$ cat config.mk
export PLATFORM = sky130hd
export DESIGN_NAME = tinyqv_fetch_buffer
export DESIGN_NICKNAME = d
export VERILOG_FILES = /design/src/rtl/tinyqv_fetch_buffer.sv
export SDC_FILE = /design/constraint.sdc
export NUM_CORES = 1
export LEC_CHECK = 0
export ABC_AREA = 1
export CAP_MARGIN = 25
export CORE_ASPECT_RATIO = 0.75
export CORE_MARGIN = 2
export CORE_UTILIZATION = 61
export DETAILED_ROUTE_END_ITERATION = 10
export DONT_BUFFER_PORTS = 1
export PLACE_DENSITY = 0.75
export SLEW_MARGIN = 30
export SYNTH_ARGS = -nofsm -noshare
export SYNTH_HDL_FRONTEND = slang
export SYNTH_SLANG_ARGS = --single-unit
$ cat constraint.sdc
create_clock -name clk -period 5.2 [get_ports clk]
set_clock_uncertainty 0.05 [all_clocks]
set_input_delay 1.04 -clock clk [delete_from_list [all_inputs] [get_ports clk]]
set_output_delay 1.04 -clock clk [all_outputs]
set_load 0.02 [all_outputs]
$ cat src/rtl/tinyqv_fetch_buffer.sv
// Instruction prefetch buffer: circular queue of 16-bit halfwords from memory,
// presenting a 32-bit (or compressed 16-bit) instruction to the decoder.
module tinyqv_fetch_buffer #(
  parameter int unsigned DEPTH = 4
) (
  input  logic        clk,
  input  logic        rst,
  input  logic [15:0] mem_data,
  input  logic        mem_data_valid,
  output logic        mem_data_ready,
  output logic [22:0] mem_addr,
  output logic        mem_restart,
  output logic [31:0] instr,
  output logic        instr_valid,
  output logic        instr_compressed,
  output logic [22:0] instr_pc,
  input  logic        advance,
  input  logic [1:0]  advance_len,
  input  logic        flush,
  input  logic [22:0] flush_addr
);

  localparam int unsigned PW = (DEPTH > 1) ? $clog2(DEPTH) : 1;
  localparam int unsigned CW = $clog2(DEPTH + 1);
  localparam int unsigned AW = 23;

  logic [15:0]   buf_q [DEPTH];
  logic [PW-1:0] rd_ptr;
  logic [PW-1:0] wr_ptr;
  logic [CW-1:0] count;

  logic          has_one;
  logic          has_two;
  logic          push;
  logic          pop;
  logic [15:0]   head_hw;
  logic [15:0]   next_hw;
  logic [CW-1:0] pop_cnt;

  // Head view, gated by occupancy so stale storage never leaks out
  always_comb begin
    has_one          = (count != '0);
    has_two          = (count >= CW'(2));
    head_hw          = has_one ? buf_q[rd_ptr] : 16'h0000;
    next_hw          = has_two ? buf_q[rd_ptr + PW'(1)] : 16'h0000;
    instr            = {next_hw, head_hw};
    instr_compressed = has_one && (head_hw[1:0] != 2'b11);
    instr_valid      = instr_compressed || has_two;
  end

  // Handshakes; a full buffer refuses even when a pop frees a slot this cycle
  always_comb begin
    mem_data_ready = (count < CW'(DEPTH)) && !flush;
    push           = mem_data_valid && mem_data_ready;
    pop            = advance && instr_valid &&
                     ((advance_len == 2'b01) || ((advance_len == 2'b10) && has_two));
    pop_cnt        = pop ? CW'(advance_len) : '0;
  end

  always_ff @(posedge clk or posedge rst) begin
    if (rst) begin
      rd_ptr      <= '0;
      wr_ptr      <= '0;
      count       <= '0;
      mem_addr    <= '0;
      instr_pc    <= '0;
      mem_restart <= 1'b0;
    end else if (flush) begin
      rd_ptr      <= '0;
      wr_ptr      <= '0;
      count       <= '0;
      mem_addr    <= flush_addr;
      instr_pc    <= flush_addr;
      mem_restart <= 1'b1;
    end else begin
      mem_restart <= 1'b0;
      count       <= count + CW'(push) - pop_cnt;
      if (push) begin
        wr_ptr   <= wr_ptr + PW'(1);
        mem_addr <= mem_addr + AW'(1);
      end
      if (pop) begin
        rd_ptr   <= rd_ptr + PW'(advance_len);
        instr_pc <= instr_pc + AW'(advance_len);
      end
    end
  end

  // Storage needs no reset: contents are only observed through count
  always_ff @(posedge clk) begin
    if (push) buf_q[wr_ptr] <= mem_data;
  end

endmodule

* Word-level counts from Yosys, hierarchy flattened
Memory sizes are Yosys's and may differ from the RTL's. Index checks and enable logic that the tools add are counted.
Storage, ports and cells: bits in writable memories 64, memories 1, logic and storage cells 46, register bits 54, input bits 46
Memories:
- buf_q | depth 4, width 16, rd ports 2, clocked after Yosys merged registers in 0, write ports 1, line 27 | logic [15:0] buf_q [DEPTH];
Operators by class: reduce and logical (&&, ||, !) cells 12, $lt $le $gt $ge 2, muxes and demuxes 15, equality and inequality tests 3, $add $sub $neg 7
Operators by type and width (count):
- 2-to-1 mux 23 bit | 4
- 2-to-1 mux 16 bit | 2
- adder 23 x 1 -> 23 bit (second input constant) | 1
- adder 23 x 2 -> 23 bit | 1
- 2-to-1 mux 2 bit | 5
- logical AND 1 bit | 6
- adder 2 x 1 -> 2 bit (second input constant) | 2
- nonzero test 2 bit | 2
- adder 3 x 1 -> 3 bit | 1
- >= comparator 3 x 2 -> 1 bit (second input constant) | 1
- less-than comparator 3 bit (second input constant) | 1
- 2-to-1 mux 1 bit | 3
- 2-to-1 mux 3 bit | 1
- nonzero test 3 bit | 1
- subtractor 3 x 2 -> 3 bit | 1
- adder 2 bit | 1
- == test 2 x 1 -> 1 bit (second input constant) | 1
- == test 2 bit (second input constant) | 1
- logical OR 1 bit | 2
- inequality test 2 bit (second input constant) | 1
- logical NOT 1 bit | 1

* Depth between registers and ports, before layout
depth after elaboration 10, depth in mapped cells 19, depth with buffers taken out 16

* Least setup slack after synthesis
OpenSTA, ideal clock, no wires.
kind input port to flip-flop, from in flush, to reg count[2], stages 11, path buffers 2, setup slack 2.093 ns, arrival 2.928 ns, cells stage by stage buf_2 > nor2_1 > nand2_1 > clkbuf_1 > ha_1 > inv_1 > ha_1 > inv_1 > fa_1 > xor2_1 > nor2_1
Between the ends: cells in the longest elaborated chain, start to end 6
RTL lines:
- from (decl) | line 19 | input logic flush,
- logical NOT 1 bit | line 53 | mem_data_ready = (count < CW'(DEPTH)) && !flush;
- logical AND 1 bit | line 53
- named net mem_data_ready | line 10 | output logic mem_data_ready,
- logical AND 1 bit | line 54 | push = mem_data_valid && mem_data_ready;
- adder 3 x 1 -> 3 bit | line 77 | count <= count + CW'(push) - pop_cnt;
- subtractor 3 x 2 -> 3 bit | line 77
- 2-to-1 mux 3 bit | line 68 | end else if (flush) begin
- to (signal assigned) | line 77
- to (decl) | line 30 | logic [CW-1:0] count;
The timed path passes the listed nets, and every way through them passes these cells. A chain may end at the register's enable or synchronous reset.

* Final worst setup path
from reg rd_ptr[1], to out instr[25]
Between the ends: cells in the longest elaborated chain, start to end 3
RTL lines:
- from (decl) | line 28 | logic [PW-1:0] rd_ptr;
- from (signal assigned) | line 83 | rd_ptr <= rd_ptr + PW'(advance_len);
- adder 2 x 1 -> 2 bit | line 45 | next_hw = has_two ? buf_q[rd_ptr + PW'(1)] : 16'h0000;
- memory (4 x 16 bit)
- 2-to-1 mux 16 bit | line 45
- to (decl) | line 13 | output logic [31:0] instr,
No other way between the ends.

==> flow_metrics.py <==
metrics = {
    "synthesis": {
        "ys_ff_latch": 118,
        "ys.flop_type": "edfxtp_1",
        "yosys.cell_types.count": 35,
        "synth_edf_count": 64,
        "syn_nets": 925,
        "ys_top_cells_by_area": "edfxtp_1, dfrtp_1, nand2_1",
        "yosysSeqAreaShare_pct": 48.3,
        "yosys.area.top_type": "edfxtp_1",
        "synth_top_cell_area_share_pct": 28.3,
        "postSynthAreaPerCell_um2": 7.83,
        "async_flop_share_pct": 45.8,
        "netlist_area_um2": 6780,
        "synth_cells": 866,
        "synth_warnings": 0,
    },
    "layout": {
        "fillers": 894,
        "final_cell_mix": "nand2_1, nor2_1, inv_1",
        "diodes": 0,
        "final_net_count": 917,
        "drive_above_1_share_pct": 5.74,
        "multiInputGateArea_um2": 3010,
        "mostFrequentLayoutCell": "nand2_1",
        "syn_to_final_growth_pct": 9.45,
        "instances_no_fill": 1011,
        "regArea_um2": 3270,
    },
    "die": {
        "die_h_um": 95.3,
        "chipWidth_um": 126,
        "rows": 33,
        "core_area_um2": 10900,
        "die_area_um2": 12000,
        "start_util_pct": 62.2,
        "pin_count": 128,
    },
    "grt": {
        "globalRouteOverflowTotal": 0,
        "antenna_found_initial": 0,
        "grt_pass1_vias": 5585,
        "grt_usage_pct": 30.4,
        "grt_pass1_wl_mm": 28.5,
        "grt_max_degree": 55,
    },
    "timing": {
        "worst_pin_slew_ps": 805,
        "min_period_ps": 3520,
        "rsz0062_at_grt": "no",
        "slew_headroom_pct": 46.3,
        "hold_violations": 0,
        "period_share_pct": 67.7,
        "fmax_mhz": 284,
        "finalSetupViolCount": 0,
        "drv_slew": 0,
        "fin_tns_setup_ps": 0,
    },
    "setup_path": {
        "critPathSlowestCell": "a31oi_1",
        "cp-endpoint": "instr[25]",
        "endpoint_kind": "primary output",
        "cpLargestDelayFamily": "buffers and inverters",
        "cp.required_ps": 4110,
        "critical_path_class": "reg2out",
        "timing.rr.end": "count[2]",
        "cp_slowest_stage_delay_ps": 530,
        "r2r_start": "count[2]",
        "path_max_fanout": 36,
        "path_cells": "buf_4, nand2_1, inv_1, nand2_1, a31oi_1",
        "cp_common_cell": "nand2_1",
        "crit_buf_inv": 2,
        "startpoint_type": "flip-flop",
        "worst-r2r-cell-count": 14,
        "worst-path-stages": 5,
        "cp-startpoint": "rd_ptr[1]",
        "cp.arrival_ps": 2430,
        "r2r_slack_ps": 1890,
    },
    "route": {
        "dr_wl_met2_mm": 8.10,
        "vias_per_cell": 5.86,
        "drtAntennaViolNets": 0,
        "wl_met3_mm": 1.75,
        "highest_layer": "met4",
        "m1WireLength_mm": 7.69,
        "drc": 0,
        "drt_iter0_markers": 517,
        "vias": 5921,
        "wl_mm": 17.7,
        "routedWlPerCell_um": 17.5,
        "first_pass_iters": 6,
    },
    "cts": {
        "cts.sinks": 118,
        "postCtsSetupBuffers": 0,
        "numCtsBuffers": 17,
        "ctsLongestPathBuffers": 2,
        "root_buffer": "clkbuf_16",
        "cts_resized": 0,
        "cts_tree": "done",
        "insertion_delay_ps": 410,
        "clkTransAtPathRegs_ps": 60,
        "cts_hold_buf": 0,
        "h-tree-depth": 4,
    },
    "placement": {
        "portBuffers": 0,
        "routabilityCongestion": 0.908,
        "dp_hpwl_mm": 11.9,
        "dp.cells": 979,
    },
    "min_path": {
        "hold_path_class": "reg2reg",
    },
    "outcome": {
        "status": "complete, no violations",
    },
    "job": {
        "maxCapViolCount": 0,
    },
    "pwr": {
        "p_leak_nw": 3.26,
        "peakVddDrop_mv": 0.288,
        "p_per_area_nw_per_um2": 459,
    },
}
==> stage by stage <==
step / setup slack, ps / cell area [um^2] / hold WS, ps / util, % / total power, W
global route: 1520 / 7420 / 593 / 68.1 / 0.00359
global placement: 2050 / 6850 / 557 / 62.9 / 0.00224
floorplan: 2090 / 6780 / 522 / - / 0.00206
detailed placement: 1940 / 6850 / 582 / 62.9 / 0.00227
CTS: 1680 / 7420 / 594 / 68.1 / 0.00341
finish: 1680 / 7420 / 592 / 68.1 / 0.00341
==> cells in the mapped netlist, drive strengths merged, types with 2 or more instances <==
cell type and number:
nor2 88, o21bai 2, xnor2 9, fa 2
inv 87, nand3b 2, nand3 62, nand2 296
xor2 12, nor3 6, o221ai 5, a21boi 5
o21ai 53, clkbuf 16, ha 11, o21a 4
nand4 6, o22ai 2, edfxtp 64, buf 20
a21oi 22, a31oi 16, o211ai 17, or2 2
dfrtp 54
==> state kept, by name, summed over array words and instances (netlist names) <==
signal	flops
mem_addr	23
instr_pc	23
buf_q	64
wr_ptr	2
count	3
rd_ptr	2
mem_restart	1
==> per-layer routing <==
layer | up-vias | track usage, %
met5 | - | 0
met4 | 0 | 8.24
met3 | 14 | 9.03
met2 | 283 | 47.9
met1 | 2795 | 41.7
li1 | 2829 | -
==> how the worst min path moves through the flow <==
stage          startpoint           to  cells after the start
2_1_floorplan    count[0]     count[0]                      3
3_3_place_gp    wr_ptr[1]    wr_ptr[1]                      2
3_5_place_dp    wr_ptr[1]    wr_ptr[1]                      2
4_1_cts         wr_ptr[1]    wr_ptr[1]                      2
5_1_grt             flush  mem_restart                      0
6_report        wr_ptr[1]    wr_ptr[1]                      2
==> kinds of logic (layout without fill, tap and decap cells) <==
kind of cell             count (synthesis)  count (layout)  synth area share [%]
adder cells (fa/ha/maj)                 13              13                  2.62
AO/OA/AOI/OAI                          128             128                  11.2
XOR/XNOR                                21              21                  2.71
flip-flops                             118             118                  48.3
buffers and inverters                  123             128                  7.38
AND/OR/NAND/NOR                        463             463                  27.8
==> report_power, final <==
| part | internal [W] | switching [W] |
|---|---|---|
| sequential | 0.00110 | 0.000259 |
| clock | 0.000670 | 0.000465 |
| combinational | 0.000244 | 0.000667 |
==> worst reg2reg max path, stage by stage (launching register included) <==
cell and delay [ps]:
dfrtp_1 430, nor2_4 490, inv_1 120, or2_1 270, nand2_2 100, nand2_2 130
nand2_4 340, nor2_1 80, ha_1 300, inv_1 60, ha_1 140, inv_1 60
fa_1 400, xor2_1 190, nor2_1 60
==> area by class of cell <==
cell class	instances	area share, %
Sequential cell	118	44.1
Clock inverter	15	1.96
Tap cell	140	2.36
Timing Repair Buffer	9	0.910
Clock buffer	17	5.73
Multi-Input combinational cell	625	40.5
Inverter	87	4.40
No activity file was read; power rests on OpenSTA's default activity.
